File: src/rtl/dqs_amble_pkg.sv
// Shared types and helpers for the DQS preamble/postamble generator.
//   dqs_state_e : FSM state encoding reported on o_state
//   DQS_TOGGLE  : strobe bits {rise, fall} for a data tCK
//   DQS_LOW     : strobe bits for postamble / idle
//   clamp_len   : maps out-of-range length fields (0 or > max) to max
package dqs_amble_pkg;

    typedef enum logic [2:0] {
        StIdle  = 3'd0,
        StPre   = 3'd1,
        StData  = 3'd2,
        StPst   = 3'd3,
        StInter = 3'd4
    } dqs_state_e;

    localparam logic [1:0] DQS_TOGGLE = 2'b10;
    localparam logic [1:0] DQS_LOW    = 2'b00;

    function automatic int unsigned clamp_len(input int unsigned len,
                                              input int unsigned max_len);
        return ((len == 0) || (len > max_len)) ? max_len : len;
    endfunction

endpackage

File: src/rtl/dqs_amble_gen_lookahead.sv
// dqs_lookahead: i_wr_en delay line plus lookahead decoders.
//   i_clk, i_rst   : clock, async active-low reset
//   i_wr_en        : write data enable from the write manager
//   o_cur          : en_d[DLY], the tCK being decided now
//   o_look[k-1]    : en_d[DLY-k], k = 1..LOOK (k cycles ahead)
//   o_line_idle    : whole delay line is zero
//   o_d            : distance to next data start (1..MAX_PRE_CK), 0 if none in range
//   o_since_last   : cycles since last data tCK (0 on data, saturates, max after reset)
module dqs_lookahead
    import dqs_amble_pkg::*;
#(
    parameter int unsigned MAX_PRE_CK = 4,
    parameter int unsigned MAX_PST_CK = 2,
    parameter int unsigned DLY        = 6,
    parameter int unsigned LOOK       = 5,
    parameter int unsigned D_W        = $clog2(MAX_PRE_CK + 1),
    parameter int unsigned SL_W       = $clog2(MAX_PST_CK + 2)
) (
    input  logic            i_clk,
    input  logic            i_rst,
    input  logic            i_wr_en,
    output logic            o_cur,
    output logic [LOOK-1:0] o_look,
    output logic            o_line_idle,
    output logic [D_W-1:0]  o_d,
    output logic [SL_W-1:0] o_since_last
);

    localparam logic [SL_W-1:0] SL_MAX = '1;

    // en_q[k] holds en_d[k+1]; en_d[0] is the live input
    logic [DLY-1:0]  en_q;
    logic [SL_W-1:0] sl_q;

    always_ff @(posedge i_clk or negedge i_rst) begin
        if (!i_rst) begin
            en_q <= '0;
            // saturated so no postamble follows a reset
            sl_q <= SL_MAX;
        end else begin
            en_q <= {en_q[DLY-2:0], i_wr_en};
            sl_q <= o_since_last;
        end
    end

    assign o_cur       = en_q[DLY-1];
    assign o_line_idle = ~|en_q;

    for (genvar k = 1; k <= LOOK; k++) begin : g_look
        assign o_look[k-1] = en_q[DLY-1-k];
    end

    // Scan far to near so the nearest start wins
    always_comb begin
        o_d = '0;
        for (int k = MAX_PRE_CK; k >= 1; k--) begin
            if (en_q[DLY-1-k]) o_d = D_W'(k);
        end
    end

    always_comb begin
        if (o_cur) o_since_last = '0;
        else if (sl_q == SL_MAX) o_since_last = SL_MAX;
        else o_since_last = sl_q + 1'b1;
    end

endmodule

File: src/rtl/wr_dqs_amble_gen.sv
// wr_dqs_amble_gen: DQS strobe generator for the DDR5 write path.
// Decides each output tCK from a delayed copy of i_wr_en with lookahead,
// producing programmable preamble, postamble and truncated interamble.
//   i_clk, i_rst   : clock (1 tCK), async active-low reset
//   i_wr_en        : data enable, one bit per data tCK
//   i_pre_len      : preamble length (0 or > MAX_PRE_CK -> MAX_PRE_CK)
//   i_pre_pattern  : preamble bits, pair d = pattern[2d-1 -: 2] d tCK before data
//   i_pst_len      : postamble length (0 or > MAX_PST_CK -> MAX_PST_CK)
//   o_dqs          : {rise, fall} strobe bits, o_dqs_oe : strobe output enable
//   o_data_valid   : i_wr_en delayed by DLY
//   o_gap          : last measured inter-burst gap
//   o_state        : dqs_state_e
// Optional feature macro DQS_GAP_STATS_EN: builds the gap counter; when undefined
// o_gap is tied to 0.
module wr_dqs_amble_gen
    import dqs_amble_pkg::*;
#(
    parameter int unsigned MAX_PRE_CK = 4,
    parameter int unsigned MAX_PST_CK = 2,
    parameter int unsigned GAP_W      = 4,
    parameter int unsigned DLY        = MAX_PRE_CK + MAX_PST_CK
) (
    input  logic                    i_clk,
    input  logic                    i_rst,
    input  logic                    i_wr_en,
    input  logic [2:0]              i_pre_len,
    input  logic [2*MAX_PRE_CK-1:0] i_pre_pattern,
    input  logic [1:0]              i_pst_len,
    output logic [1:0]              o_dqs,
    output logic                    o_dqs_oe,
    output logic                    o_data_valid,
    output logic [GAP_W-1:0]        o_gap,
    output logic [2:0]              o_state
);

    localparam int unsigned LOOK = MAX_PRE_CK + MAX_PST_CK - 1;
    localparam int unsigned D_W  = $clog2(MAX_PRE_CK + 1);
    localparam int unsigned SL_W = $clog2(MAX_PST_CK + 2);

    logic                    cur;
    logic [LOOK-1:0]         look;
    logic                    line_idle;
    logic [D_W-1:0]          d;
    logic [SL_W-1:0]         since_last;

    logic [2:0]              pre_len_q;
    logic [1:0]              pst_len_q;
    logic [2*MAX_PRE_CK-1:0] pat_q;

    dqs_state_e              state_q, state_d;
    logic [1:0]              dqs_q, dqs_d;
    logic                    oe_q, oe_d;
    logic                    dv_q;

    logic                    pre_hit, pst_hit, near_start;
    logic [1:0]              pre_bits;

    dqs_lookahead #(
        .MAX_PRE_CK (MAX_PRE_CK),
        .MAX_PST_CK (MAX_PST_CK),
        .DLY        (DLY),
        .LOOK       (LOOK),
        .D_W        (D_W),
        .SL_W       (SL_W)
    ) u_lookahead (
        .i_clk        (i_clk),
        .i_rst        (i_rst),
        .i_wr_en      (i_wr_en),
        .o_cur        (cur),
        .o_look       (look),
        .o_line_idle  (line_idle),
        .o_d          (d),
        .o_since_last (since_last)
    );

    always_comb begin
        pre_hit = (d != '0) && (int'(d) <= int'(pre_len_q));
        pst_hit = (since_last != '0) && (int'(since_last) <= int'(pst_len_q));
        // A start within L+P-1 tCK of the burst end means the preamble eats the postamble
        near_start = 1'b0;
        for (int k = 1; k <= int'(LOOK); k++) begin
            if ((k < int'(pre_len_q) + int'(pst_len_q)) && look[k-1]) near_start = 1'b1;
        end
        pre_bits = DQS_LOW;
        for (int k = 1; k <= int'(MAX_PRE_CK); k++) begin
            if (int'(d) == k) pre_bits = pat_q[2*k-1 -: 2];
        end
    end

    always_comb begin
        state_d = state_q;
        dqs_d   = DQS_LOW;
        oe_d    = 1'b0;
        if (cur) begin
            state_d = StData;
            dqs_d   = DQS_TOGGLE;
            oe_d    = 1'b1;
        end else begin
            if (pre_hit) begin
                dqs_d = pre_bits;
                oe_d  = 1'b1;
            end else if (pst_hit) begin
                oe_d  = 1'b1;
            end
            unique case (state_q)
                StData:  state_d = near_start ? StInter : StPst;
                StInter: state_d = StInter;
                StIdle, StPre, StPst: begin
                    if (pre_hit) state_d = StPre;
                    else if (pst_hit) state_d = StPst;
                    else state_d = StIdle;
                end
                default: state_d = StIdle;
            endcase
        end
    end

    always_ff @(posedge i_clk or negedge i_rst) begin
        if (!i_rst) begin
            state_q   <= StIdle;
            dqs_q     <= DQS_LOW;
            oe_q      <= 1'b0;
            dv_q      <= 1'b0;
            pre_len_q <= 3'(MAX_PRE_CK);
            pst_len_q <= 2'(MAX_PST_CK);
            pat_q     <= '0;
        end else begin
            state_q <= state_d;
            dqs_q   <= dqs_d;
            oe_q    <= oe_d;
            dv_q    <= cur;
            // Config only moves when nothing is in flight
            if ((state_q == StIdle) && line_idle) begin
                pre_len_q <= 3'(clamp_len(32'(i_pre_len), MAX_PRE_CK));
                pst_len_q <= 2'(clamp_len(32'(i_pst_len), MAX_PST_CK));
                pat_q     <= i_pre_pattern;
            end
        end
    end

    assign o_dqs        = dqs_q;
    assign o_dqs_oe     = oe_q;
    assign o_data_valid = dv_q;
    assign o_state      = state_q;

`ifdef DQS_GAP_STATS_EN
    localparam logic [GAP_W-1:0] GAP_MAX = '1;

    logic [GAP_W-1:0] gap_cnt_q, gap_q;
    logic             after_burst_q;

    always_ff @(posedge i_clk or negedge i_rst) begin
        if (!i_rst) begin
            gap_cnt_q     <= '0;
            gap_q         <= '0;
            after_burst_q <= 1'b0;
        end else if (cur) begin
            if (state_q != StData) gap_q <= gap_cnt_q;
            gap_cnt_q     <= '0;
            after_burst_q <= 1'b1;
        end else if (state_d == StIdle) begin
            gap_cnt_q     <= '0;
            after_burst_q <= 1'b0;
        end else if (after_burst_q && (gap_cnt_q != GAP_MAX)) begin
            gap_cnt_q <= gap_cnt_q + 1'b1;
        end
    end

    assign o_gap = gap_q;
`else
    assign o_gap = '0;
`endif

endmodule

File: config.mk
export PLATFORM = sky130hd
export DESIGN_NAME = wr_dqs_amble_gen
export DESIGN_NICKNAME = d
export VERILOG_FILES = /design/src/rtl/dqs_amble_pkg.sv /design/src/rtl/dqs_amble_gen_lookahead.sv /design/src/rtl/wr_dqs_amble_gen.sv
export SDC_FILE = /design/constraint.sdc
export NUM_CORES = 1
export LEC_CHECK = 0
export ABC_AREA = 0
export BUFFER_PORTS_ARGS = -buffer_cell sky130_fd_sc_hd__clkbuf_2
export CAP_MARGIN = 20
export CORE_MARGIN = 2
export CORE_UTILIZATION = 49
export DETAILED_ROUTE_END_ITERATION = 12
export PLACE_DENSITY = 0.75
export SLEW_MARGIN = 10
export SYNTH_ARGS = -nofsm -noshare
export SYNTH_HDL_FRONTEND = slang
export SYNTH_SLANG_ARGS = --single-unit
File: constraint.sdc
create_clock -name i_clk -period 1.9 [get_ports i_clk]
set_clock_uncertainty 0.1 [all_clocks]
set_input_delay 0.095 -clock i_clk [delete_from_list [all_inputs] [get_ports i_clk]]
set_output_delay 0.095 -clock i_clk [all_outputs]
set_load 0.01 [all_outputs]
==> PnR_summary.wiki, run 1 <==
{| class="wikitable"
! Metric !! Value
|-
| Overall Global Routing Usage || 19.1%
|-
| Setup violations, final || 3
|-
| Outcome || finished, violations left
|-
| Number of antenna violations at the first check in global routing || 0
|-
| Final RePlAce weighted congestion || 0.805
|-
| Maximum number of pins on one net before global-route repair || 29
|-
| Synth area leader || sky130_fd_sc_hd__dfrtp_1
|-
| Required time of the critical path || approximately 2.1 ns
|-
| Arrival time of the worst setup path || 2.31 ns
|-
| Clock buffer depth || 2
|-
| Clk network pwr share || 21.0%
|-
| Reported net switching power || 587 uW
|-
| Share of cells above drive strength 1 || 36.0%
|-
| Failing checks || negative setup slack
|-
| Vias in the first global route || 1,161
|-
| Residual DRC || 0
|-
| Number of port buffers || 22
|-
| Top Family by Delay on Critical Path || compound AO/OA/AOI/OAI gates
|-
| Vias || 1,209
|-
| TritonCTS clock tree || done
|-
| Die Ht || a little under 60 um
|-
| Largest stage delay, worst path || 0.57 ns
|-
| Top post-synthesis cells by count || sky130_fd_sc_hd__nand2_1, sky130_fd_sc_hd__dfrtp_1, sky130_fd_sc_hd__inv_1, sky130_fd_sc_hd__nor2_1, sky130_fd_sc_hd__ha_1
|-
| Depth of the CTS H-tree || 1
|-
| P&R area growth vs syn || 36.3%
|-
| Drt pass-1 iters || 4
|-
| Top-Level Pins || 27
|-
| Sequential fraction of design power || 42.0%
|-
| Final routed wirelength across all metal layers || 3070 um
|-
| CP Class || flop to flop
|-
| Element type at the critical path end || flop
|-
| Final nets || 229
|-
| Depth of the critical timing path with buffers and inverters included || 7
|-
| Post-detailed-route wirelength per cell || roughly 13 um
|-
| Switching portion of total power || between 30% and 40%
|-
| Ratio of total power to cell area || 962 nW/um^2
|-
| Hold Slack || 0.00244 ns
|-
| Achievable frequency || around 0.47 GHz
|-
| Fin worst setup slack || -0.221 ns
|-
| Std-Cell Core Area || 2760 sq um
|-
| Worst VDD drop || 712 uV
|-
| Global-route wire length before repair || 4940 um
|-
| Chain of cells forming the critical path || inv_2 -> fa_1 -> inv_1 -> a22o_1 -> a221oi_2 -> buf_4 -> a31o_1
|-
| Max Slew Vio Count || 0
|-
| Share of power burned in combinational logic || 37.0%
|-
| Proportion of netlist area held by the largest area contributor || between 40% and 50%
|-
| Reg clk slew, reported paths || approximately 0.15 ns
|-
| # Max-Cap Violations || 0
|-
| Synth async-reset ratio || 100%
|-
| Count of flip-flops with a built-in enable after synthesis || 0
|-
| CTS Buf Count || 3
|-
| Mapped Cells || 140
|-
| Number of distinct library cells after synthesis || 37
|-
| Count of inserted antenna diode cells || 0
|-
| Later-pin clock latency in the skew report || 0.34 ns
|-
| Seq/Total Area, Yosys || 49.3%
|-
| Number of clock sinks seen by CTS || 28
|-
| Minimum period implied by the final worst setup slack || 2.12 ns
|-
| Root buffer cell || sky130_fd_sc_hd__clkbuf_4
|-
| Actual transition at the worst max-transition pin || between 0.6 and 0.7 ns
|-
| Startpoint type of the worst setup path || flop
|-
| Average size of a mapped cell || 10.2 sq um
|-
| Leakage power total || around 0.97 nW
|-
| Detailed router's first-iteration violation count || 19
|-
| Dominant synthesized flop cell || sky130_fd_sc_hd__dfrtp_1
|-
| Warnings, synthesis || 0
|-
| HPWL after detailed placement || 2150 um
|-
| RSZ-0062 raised after global routing || true
|-
| Number of buffer and inverter instances along the worst setup path || 3
|-
| Worst max-slew margin expressed relative to the limit || between 50 and 60%
|-
| Post-synthesis sequential element count || 28
|-
| Cell Int Power || 1.29 mW
|-
| Post-detailed-route via-to-cell ratio || 5.17
|-
| Row count || 19
|-
| Netlist area before placement || 1430 sq um
|-
| Cell types occupying the most area after synthesis || sky130_fd_sc_hd__dfrtp_1, sky130_fd_sc_hd__nand2_1, sky130_fd_sc_hd__dfstp_2, sky130_fd_sc_hd__ha_1, sky130_fd_sc_hd__nand3b_1
|-
| Die Area || 3370 sq um
|-
| Horiz. Die Dim || 58.1 um
|-
| Number of failing hold endpoints at the final stage || 0
|-
| Initial Utilization || 52.0%
|-
| Kind of path behind the tightest hold check || input pin to flop
|-
| Final period utilization || 112%
|-
| Dominant cell by count in the synthesized netlist || sky130_fd_sc_hd__nand2_1
|-
| Largest fanout on the critical path || 3
|-
| Hold Path Depth || 4
|-
| Pwr Total || around 1.9 mW
|-
| Gr ovfl total || 0
|-
| Routed Antenna Nets || 0
|-
| Slowest stage cell, crit path || sky130_fd_sc_hd__dfstp_2
|-
| Number of cells on the worst reg-to-reg path || 7
|}
## layer usage
metal  routed length (um)  track usage (%)  share of wire [%]
met1                 1320             23.2                 43
met2                 1570             34.4                 51
met3                  122             2.68                4.0
met4                   48             6.64                1.6
met5                    0                0                  0
## timing repair
| action | in CTS | in global routing |
|---|---|---|
| setup endpoints to repair | 3 | 6 |
| pin swaps | 3 | 9 |
| endpoints found under the hold margin | 37 | 0 |
| hold buffers | 14 | 0 |
| buffers inserted | 2 | 7 |
| resized for setup | 2 | 4 |
## sequential cells by signal, summed over array words and instances (netlist names)
register / flops
pat_q: 8
u_lookahead.en_q: 6
o_state: 3
pre_len_q: 3
o_dqs: 2
pst_len_q: 2
u_lookahead.sl_q: 2
o_data_valid: 1
o_dqs_oe: 1
## final cells by class
class | instances | area (sq um)
multi-input cells | 98 | 658
clock buffers | 3 | 22.5
inverters | 9 | 33.8
clock inverters | 1 | 30.0
well taps | 31 | 38.8
repair buffers | 64 | 464
fillers | 197 | 805
flip-flops and latches | 28 | 706
## tightest hold or removal path: cells and delay by family
kind                     cells  cell delay, ns
adder cells (fa/ha/maj)      1            0.14
AO/OA/AOI/OAI                1            0.08
buffers and inverters        2            0.13
## cell usage in the layout, fill, tap and decap left out, types with 4 or more instances in the layout
cell                            synthesis  final
sky130_fd_sc_hd__inv_1                  9      7
sky130_fd_sc_hd__nor2_1                 9      9
sky130_fd_sc_hd__conb_1                 1      4
sky130_fd_sc_hd__dlygate4sd3_1          0     14
sky130_fd_sc_hd__clkbuf_2               0     22
sky130_fd_sc_hd__nand3b_1               6      6
sky130_fd_sc_hd__ha_1                   8      7
sky130_fd_sc_hd__nand2_1               30     30
sky130_fd_sc_hd__o21ai_0                5      4
sky130_fd_sc_hd__dfstp_2                4      4
sky130_fd_sc_hd__buf_4                  4     27
sky130_fd_sc_hd__dfrtp_1               24     24
## power groups by stage
stage	clock (mW)	sequential, mW	combinational [mW]
floorplan	0	0.806	0.360
global placement	0	0.792	0.549
detailed placement	0	0.799	0.579
CTS	0.398	0.787	0.631
global route	0.412	0.802	0.782
finish	0.395	0.789	0.696
## per-stage QoR
step                utilization, %  instances  area, sq um  setup WS [ns]  TNS, ns
floorplan                        -        143         1440        -0.0694   -0.143
global placement              60.7        207         1670         -0.127   -0.289
detailed placement            60.7        207         1670         -0.203   -0.488
CTS                           68.3        227         1880         -0.215   -0.524
global route                  70.8        234         1950         -0.314   -0.949
finish                        70.8        234         1950         -0.221   -0.598
## cell families after synthesis
group	count (synthesis)	share of synthesized area [%]
buffers and inverters	17	6.72
other	1	0.262
xor gates and xnor gates	1	0.611
and+or+nand+nor	59	20.5
DFF	28	49.3
AOI/OAI and AO/OA	25	14.2
adders and majority gates	9	8.38
## path summary, 6_finish.rpt
check                               startpoint             endpoint  slack, ns
max in group asynchronous                i_rst         pst_len_q[0]       1.07
hold / removal                    i_pre_len[2]         pre_len_q[2]      0.002
hold reg to reg            u_lookahead.en_q[0]  u_lookahead.en_q[1]       0.39
min in group asynchronous                i_rst           o_state[0]       0.20
setup reg to reg                  pst_len_q[1]           o_state[0]      -0.22
setup / recovery                  pst_len_q[1]           o_state[0]      -0.22
Note: power is estimated with default switching activity, not from simulation.
==> inputs of run 2 (changes only) <==
--- a/config.mk
+++ b/config.mk
@@ -12,6 +12,7 @@
 export CORE_UTILIZATION = 49
 export DETAILED_ROUTE_END_ITERATION = 12
 export PLACE_DENSITY = 0.75
+export SETUP_SLACK_MARGIN = 0.02
 export SLEW_MARGIN = 10
 export SYNTH_ARGS = -nofsm -noshare
 export SYNTH_HDL_FRONTEND = slang
==> run 2 against run 1 <==
Compared with the run above:
- the flow still finishes with violations (negative setup slack)
- maximum frequency decreased by 0.26%
- global-route usage unchanged
- sequential share of layout area decreased by 0.66 points
- count of clock-buffer cells in the layout unchanged
- core utilization increased by 1.3 points
- clock power about the same
- sequential power about the same
- cell count increased by 0.85%
- critical path depth unchanged
- die area unchanged
- power increased by 2.0%
- sequential cell count unchanged
- highest routed layer unchanged
==> PnR_summary.wiki, run 2 (synthesis results as in run 1) <==
{| class="wikitable"
! Metric !! Value
|-
| Crit Reg-Reg Endpoint || o_state[0] (unchanged)
|-
| Std-Cell Core Area || 2760 sq um (unchanged)
|-
| Number of port buffers || 22 (unchanged)
|-
| Final RePlAce weighted congestion || 0.805 (unchanged)
|-
| Reg clk slew, reported paths || 0.15 ns (about the same)
|-
| Outcome || finished, violations left (unchanged)
|-
| Fin worst setup slack || -0.226 ns (was -0.221 ns)
|-
| Number of flip-flops under the largest register name || 8 (unchanged)
|-
| P&R area growth vs syn || 38.9% (was 36.3%)
|-
| Vias || 1,231 (was 1,209)
|-
| Hold Path Depth || 4 (unchanged)
|-
| Kind of path behind the tightest hold check || input pin to flop (unchanged)
|-
| Global-route wire length before repair || 4940 um (unchanged)
|-
| Startpoint type of the worst setup path || flop (unchanged)
|-
| Required time of the critical path || 2.09 ns (about the same)
|-
| Reported net switching power || 602 uW (was 587 uW)
|-
| Vias in the first global route || 1,163 (was 1,161)
|-
| Initial Utilization || 52.0% (unchanged)
|-
| HPWL after detailed placement || 2150 um (unchanged)
|-
| Element type at the critical path end || flop (unchanged)
|-
| Die Area || 3370 sq um (unchanged)
|-
| Worst reg-to-reg setup slack || -0.23 ns (was -0.22 ns)
|-
| Horiz. Die Dim || 58.1 um (unchanged)
|-
| Sequential fraction of design power || 41.2% (was 42.0%)
|-
| Post-detailed-route wirelength per cell || 13.4 um (was 13.1 um)
|-
| Maximum number of pins on one net before global-route repair || 29 (unchanged)
|-
| Leakage power total || 0.982 nW (was 0.970 nW)
|-
| Die Ht || 58.1 um (unchanged)
|-
| Cell Int Power || 1.32 mW (was 1.29 mW)
|-
| Setup violations, final || 4 (was 3)
|-
| Post-Place Cell Area || 1670 sq um (unchanged)
|-
| Largest registers || pat_q (8), u_lookahead.en_q (6) (unchanged)
|-
| Post-route core utilization || 72.1% (was 70.8%)
|-
| Arrival time of the worst setup path || 2.31 ns (about the same)
|-
| Final TNS setup || -0.615 ns (was -0.598 ns)
|-
| Achievable frequency || 0.470 GHz (was 0.471 GHz)
|-
| Top-Level Pins || 27 (unchanged)
|-
| CTS Buf Count || 3 (unchanged)
|-
| Pre-CTS setup slack || -0.203 ns (unchanged)
|-
| Final instance count without filler cells || 236 (was 234)
|-
| Final nets || 231 (was 229)
|-
| Failing checks || negative setup slack (unchanged)
|-
| Largest fanout on the critical path || 3 (unchanged)
|-
| Hold Slack || 0.000284 ns (was 0.00244 ns)
|-
| Minimum period implied by the final worst setup slack || 2.13 ns (was 2.12 ns)
|-
| Gr ovfl total || 0 (unchanged)
|-
| Depth of the CTS H-tree || 1 (unchanged)
|-
| Root buffer cell || sky130_fd_sc_hd__clkbuf_4 (unchanged)
|-
| Actual transition at the worst max-transition pin || 0.666 ns (was 0.674 ns)
|-
| Residual DRC || 0 (unchanged)
|-
| Slowest stage cell, crit path || sky130_fd_sc_hd__dfstp_2 (unchanged)
|-
| Number of cells on the worst reg-to-reg path || 7 (unchanged)
|-
| Share of power burned in combinational logic || 38.2% (was 37.0%)
|-
| Max Slew Vio Count || 0 (unchanged)
|-
| Overall Global Routing Usage || 19.1% (unchanged)
|-
| Final routed wirelength across all metal layers || 3160 um (was 3070 um)
|-
| Later-pin clock latency in the skew report || 0.34 ns (about the same)
|-
| Source of the worst register-to-register timing path || pst_len_q[1] (unchanged)
|-
| # Max-Cap Violations || 0 (unchanged)
|-
| Cell Count Post-Placement || 207 (unchanged)
|-
| Worst Hold Launch || i_pre_len[2] (unchanged)
|-
| Worst VDD drop || 670 uV (was 712 uV)
|-
| Detailed router's first-iteration violation count || 34 (was 19)
|-
| Largest stage delay, worst path || 0.57 ns (about the same)
|-
| Origin of the worst setup path || pst_len_q[1] (unchanged)
|-
| Row count || 19 (unchanged)
|-
| Number of antenna violations at the first check in global routing || 0 (unchanged)
|-
| Number of failing hold endpoints at the final stage || 0 (unchanged)
|-
| RSZ-0062 raised after global routing || true (unchanged)
|-
| Layout filler cell count || 190 (was 197)
|-
| CP Class || flop to flop (unchanged)
|-
| Worst max-slew margin expressed relative to the limit || 55.6% (was 55.0%)
|-
| Ratio of total power to cell area || 964 nW/um^2 (was 962 nW/um^2)
|-
| Routed Antenna Nets || 0 (unchanged)
|-
| Clock buffer depth || 2 (unchanged)
|-
| Clk network pwr share || 20.6% (was 21.0%)
|-
| Design Area, Final || 1990 sq um (was 1950 sq um)
|-
| Post-detailed-route via-to-cell ratio || 5.22 (was 5.17)
|-
| Count of inserted antenna diode cells || 0 (unchanged)
|-
| Share of cells above drive strength 1 || 37.1% (was 36.0%)
|-
| TritonCTS clock tree || done (unchanged)
|-
| Pwr Total || 1.92 mW (was 1.88 mW)
|-
| Final period utilization || 112% (about the same)
|-
| Worst-case hold path end point || pre_len_q[2] (unchanged)
|-
| Chain of cells forming the critical path || inv_2 -> fa_1 -> nand2b_1 -> a22o_1 -> a221oi_2 -> buf_4 -> a31o_1 (was inv_2 -> fa_1 -> inv_1 -> a22o_1 -> a221oi_2 -> buf_4 -> a31o_1)
|-
| Largest Register || pat_q (unchanged)
|-
| Most common cell after layout, fill and taps aside || sky130_fd_sc_hd__nand2_1 (unchanged)
|-
| Drt pass-1 iters || 4 (unchanged)
|-
| Most used cells in the layout excluding fill and tap cells || sky130_fd_sc_hd__nand2_1, sky130_fd_sc_hd__buf_4, sky130_fd_sc_hd__dfrtp_1, sky130_fd_sc_hd__clkbuf_2, sky130_fd_sc_hd__dlygate4sd3_1 (unchanged)
|-
| Number of clock sinks seen by CTS || 28 (unchanged)
|-
| Switching portion of total power || 31.4% (was 31.2%)
|}
-- run 2: worst max path at each step --
stage	slack, ns	depth (start not counted)	end
6_report	-0.23	7	o_state[0]
5_1_grt	-0.31	8	o_state[0]
4_1_cts	-0.21	8	o_state[1]
3_5_place_dp	-0.20	7	o_state[1]
3_3_place_gp	-0.13	7	o_state[1]
2_1_floorplan	-0.07	7	o_state[1]
-- run 2: metal layers --
metal,global-route usage (%),vias to the layer above,part of all wire (%)
li1,-,599,-
met1,23.2,585,43
met2,34.4,41,51
met3,2.68,6,3.9
met4,6.64,0,1.5
met5,0,-,0
-- run 2: worst max-delay path, delay by kind of cell, from the launching register on --
| kind | cells | cell delay (ns) |
|---|---|---|
| AOI/OAI and AO/OA | 3 | 0.59 |
| DFF | 1 | 0.57 |
| adders and majority gates | 1 | 0.55 |
| buffers and inverters | 2 | 0.21 |
| and+or+nand+nor | 1 | 0.08 |
-- run 2: area by class of cell --
class                           instances  area (sq um)  share of cell area [%]
Clock buffer                            3          22.5                    1.13
Timing Repair Buffer                   66           487                    24.5
Sequential cell                        28           706                    35.5
Multi-Input combinational cell         98           672                    33.8
Tap cell                               31          38.8                    1.95
Inverter                                9          33.8                    1.70
Clock inverter                          1          30.0                    1.51
-- run 2: power by group through the flow --
stage | combinational (mW) | clock [mW] | sequential, mW
after global routing | 0.818 | 0.416 | 0.802
final | 0.732 | 0.395 | 0.791
after detailed placement | 0.579 | 0 | 0.799
after CTS | 0.636 | 0.398 | 0.787
after global placement | 0.549 | 0 | 0.792
after floorplan | 0.360 | 0 | 0.806
-- run 2: timing repair --
action / 4_1_cts / 5_1_grt
resized for setup: 3 / 7
endpoints found under the hold margin: 37 / 0
pin swaps: 3 / 12
setup endpoints to repair: 4 / 6
setup buffers: 2 / 9
hold buffers: 14 / 0
==> inputs of run 3 (changes only) <==
--- a/config.mk
+++ b/config.mk
@@ -8,6 +8,7 @@
 export ABC_AREA = 0
 export BUFFER_PORTS_ARGS = -buffer_cell sky130_fd_sc_hd__clkbuf_2
 export CAP_MARGIN = 20
+export CORE_ASPECT_RATIO = 1.2
 export CORE_MARGIN = 2
 export CORE_UTILIZATION = 49
 export DETAILED_ROUTE_END_ITERATION = 12
==> run 3 against run 2 <==
Compared with the run above:
- the run still ends with negative setup slack left
- hold slack improved by 0.21 ns
- maximum frequency decreased by 1.9%
- power decreased by 7.0%
- count of clock-buffer cells in the layout up 1
- via count is 1.6% higher
- worst setup slack got worse by 0.041 ns
- sequential cell count is the same
- critical path type unchanged
==> PnR_summary.wiki, run 3 (synthesis results as in run 1) <==
{| class="wikitable"
! Metric !! Value
|-
| Maximum number of pins on one net before global-route repair || 29 (unchanged)
|-
| Largest Register || pat_q (unchanged)
|-
| Largest stage delay, worst path || 0.55 ns (was 0.57 ns)
|-
| CP Class || flop to flop (unchanged)
|-
| Final nets || 230 (was 231)
|-
| Depth of the CTS H-tree || 1 (unchanged)
|-
| Die Ht || 63.2 um (was 58.1 um)
|-
| Drt pass-1 iters || 4 (unchanged)
|-
| RSZ-0062 raised after global routing || true (unchanged)
|-
| Achievable frequency || 0.461 GHz (was 0.470 GHz)
|-
| Outcome || finished, violations left (unchanged)
|-
| Later-pin clock latency in the skew report || 0.32 ns (was 0.34 ns)
|-
| # Max-Cap Violations || 0 (unchanged)
|-
| Post-detailed-route via-to-cell ratio || 5.26 (was 5.22)
|-
| Minimum period implied by the final worst setup slack || 2.17 ns (was 2.13 ns)
|-
| Arrival time of the worst setup path || 2.30 ns (was 2.31 ns)
|-
| Max Slew Vio Count || 0 (unchanged)
|-
| Row count || 21 (was 19)
|-
| Most used cells in the layout excluding fill and tap cells || sky130_fd_sc_hd__nand2_1, sky130_fd_sc_hd__buf_4, sky130_fd_sc_hd__dfrtp_1, sky130_fd_sc_hd__clkbuf_2, sky130_fd_sc_hd__dlygate4sd3_1 (unchanged)
|-
| Kind of path behind the tightest hold check || input pin to async pin (was input pin to flop)
|-
| Gr ovfl total || 0 (unchanged)
|-
| Fin worst setup slack || -0.267 ns (was -0.226 ns)
|-
| Number of port buffers || 22 (unchanged)
|-
| Failing checks || negative setup slack (unchanged)
|-
| Largest registers || pat_q (8), u_lookahead.en_q (6) (unchanged)
|-
| Post-detailed-route wirelength per cell || 13.3 um (was 13.4 um)
|-
| Setup violations, final || 3 (was 4)
|-
| Number of antenna violations at the first check in global routing || 0 (unchanged)
|-
| Worst max-slew margin expressed relative to the limit || 55.8% (was 55.6%)
|-
| Count of inserted antenna diode cells || 0 (unchanged)
|-
| Layout filler cell count || 203 (was 190)
|-
| Number of flip-flops under the largest register name || 8 (unchanged)
|-
| Global-route wire length before repair || 5040 um (was 4940 um)
|-
| Detailed router's first-iteration violation count || 19 (was 34)
|-
| TritonCTS clock tree || done (unchanged)
|-
| Number of clock sinks seen by CTS || 28 (unchanged)
|-
| CP dominant cell by count || sky130_fd_sc_hd__inv_1
|-
| Largest fanout on the critical path || 3 (unchanged)
|-
| Final period utilization || 114% (was 112%)
|-
| Actual transition at the worst max-transition pin || 0.663 ns (was 0.666 ns)
|-
| Leakage power total || 0.974 nW (was 0.982 nW)
|-
| Final RePlAce weighted congestion || 0.843 (was 0.805)
|-
| Initial Utilization || 51.4% (was 52.0%)
|-
| Register cell area after layout || 707 sq um (was 706 sq um)
|-
| Chain of cells forming the critical path || ha_1 -> inv_1 -> fa_1 -> inv_1 -> a22o_1 -> a221oi_2 -> buf_4 -> o21ai_2 (was inv_2 -> fa_1 -> nand2b_1 -> a22o_1 -> a221oi_2 -> buf_4 -> a31o_1)
|-
| CTS Buf Count || 3 (unchanged)
|-
| Number of cells on the worst reg-to-reg path || 8 (was 7)
|-
| Std-Cell Core Area || 2790 sq um (was 2760 sq um)
|-
| Slowest stage cell, crit path || sky130_fd_sc_hd__fa_1 (was sky130_fd_sc_hd__dfstp_2)
|-
| Post-Place Cell Area || 1680 sq um (was 1670 sq um)
|-
| Design Area, Final || 1960 sq um (was 1990 sq um)
|-
| Worst VDD drop || 519 uV (was 670 uV)
|-
| Top Family by Delay on Critical Path || adder cells (was compound AO/OA/AOI/OAI gates)
|-
| Pre-CTS setup slack || -0.215 ns (was -0.203 ns)
|-
| Clock buffer depth || 2 (unchanged)
|-
| Multi-input logic area || 671 sq um (was 672 sq um)
|-
| Element type at the critical path end || flop (unchanged)
|-
| Vias || 1,251 (was 1,231)
|-
| Die Area || 3370 sq um (about the same)
|-
| Pwr Total || 1.78 mW (was 1.92 mW)
|-
| Share of cells above drive strength 1 || 36.3% (was 37.1%)
|-
| Final routed wirelength across all metal layers || 3170 um (was 3160 um)
|-
| Vias in the first global route || 1,216 (was 1,163)
|-
| Ratio of total power to cell area || 908 nW/um^2 (was 964 nW/um^2)
|-
| Number of failing hold endpoints at the final stage || 0 (unchanged)
|-
| Number of buffer and inverter instances along the worst setup path || 3 (was 2)
|-
| Routed Antenna Nets || 0 (unchanged)
|-
| HPWL after detailed placement || 2160 um (was 2150 um)
|-
| Startpoint type of the worst setup path || flop (unchanged)
|-
| Reg clk slew, reported paths || 0.14 ns (was 0.15 ns)
|-
| Horiz. Die Dim || 53.4 um (was 58.1 um)
|-
| Overall Global Routing Usage || 20.2% (was 19.1%)
|-
| Residual DRC || 0 (unchanged)
|-
| Root buffer cell || sky130_fd_sc_hd__clkbuf_4 (unchanged)
|-
| Hold Slack || 0.215 ns (was 0.000284 ns)
|-
| Required time of the critical path || 2.03 ns (was 2.09 ns)
|-
| Depth of the critical timing path with buffers and inverters included || 8 (was 7)
|-
| P&R area growth vs syn || 37.1% (was 38.9%)
|-
| Top-Level Pins || 27 (unchanged)
|-
| Post-route core utilization || 70.5% (was 72.1%)
|-
| Most common cell after layout, fill and taps aside || sky130_fd_sc_hd__nand2_1 (unchanged)
|}
[run 3: changes by cell type in the layout (fill, tap and decap cells not counted), sizes merged]
cell,delta
buf,-2
bufinv,-1
clkbuf,+1
dlygate4sd3,+1
[run 3: stage by stage]
stage | cells | TNS [ns]
floorplan | 143 | -0.143
CTS | 231 | -0.610
finish | 238 | -0.732
detailed placement | 210 | -0.557
global placement | 210 | -0.285
global route | 238 | -1.17
[run 3: final timing paths]
| path | from | end | slack, ns |
|---|---|---|---|
| max in group asynchronous | i_rst | u_lookahead.en_q[3] | 1.02 |
| min | i_rst | o_state[0] | 0.21 |
| max reg2reg | pst_len_q[0] | o_state[2] | -0.27 |
| max | pst_len_q[0] | o_state[2] | -0.27 |
| min reg2reg | u_lookahead.en_q[0] | u_lookahead.en_q[1] | 0.38 |
| min in group i_clk | i_wr_en | u_lookahead.en_q[0] | 0.30 |
[run 3: power by group]
part / switching [mW] / internal [mW] / leakage (nW)
logic: 0.346 / 0.361 / 0.633
clock network: 0.167 / 0.117 / 0.0210
registers: 0.0764 / 0.714 / 0.320
[run 3: worst reg2reg max path, cell delays in order, from the launching register on]
cell	delay, ns
sky130_fd_sc_hd__dfrtp_1	0.40
sky130_fd_sc_hd__ha_1	0.18
sky130_fd_sc_hd__inv_1	0.06
sky130_fd_sc_hd__fa_1	0.55
sky130_fd_sc_hd__inv_1	0.05
sky130_fd_sc_hd__a22o_1	0.21
sky130_fd_sc_hd__a221oi_2	0.31
sky130_fd_sc_hd__buf_4	0.17
sky130_fd_sc_hd__o21ai_2	0.05
[run 3: repair_timing]
action	4_1_cts	5_1_grt
resized for setup	0	10
pin swaps	3	10
setup endpoints to repair	3	6
hold endpoints to repair	38	0
hold buffers	15	0
buffers inserted	2	7
[run 3: layout make-up]
type                       instances  area share [%]
timing repair buffer              65            24.1
multi-input combinational         98            34.1
sequential                        28            36.0
tap                               34            2.17
inverter                           9            1.72
clock buffer                       4            1.85
[run 3: metal layers]
layer	share of wire (%)	routed length [um]	track usage [%]	vias up
met1	39	1250	23.7	612
met3	2.8	88	2.37	14
met4	3.6	113	9.94	0
met2	54	1730	35.0	31
li1	-	-	-	594
met5	0	0	0	-
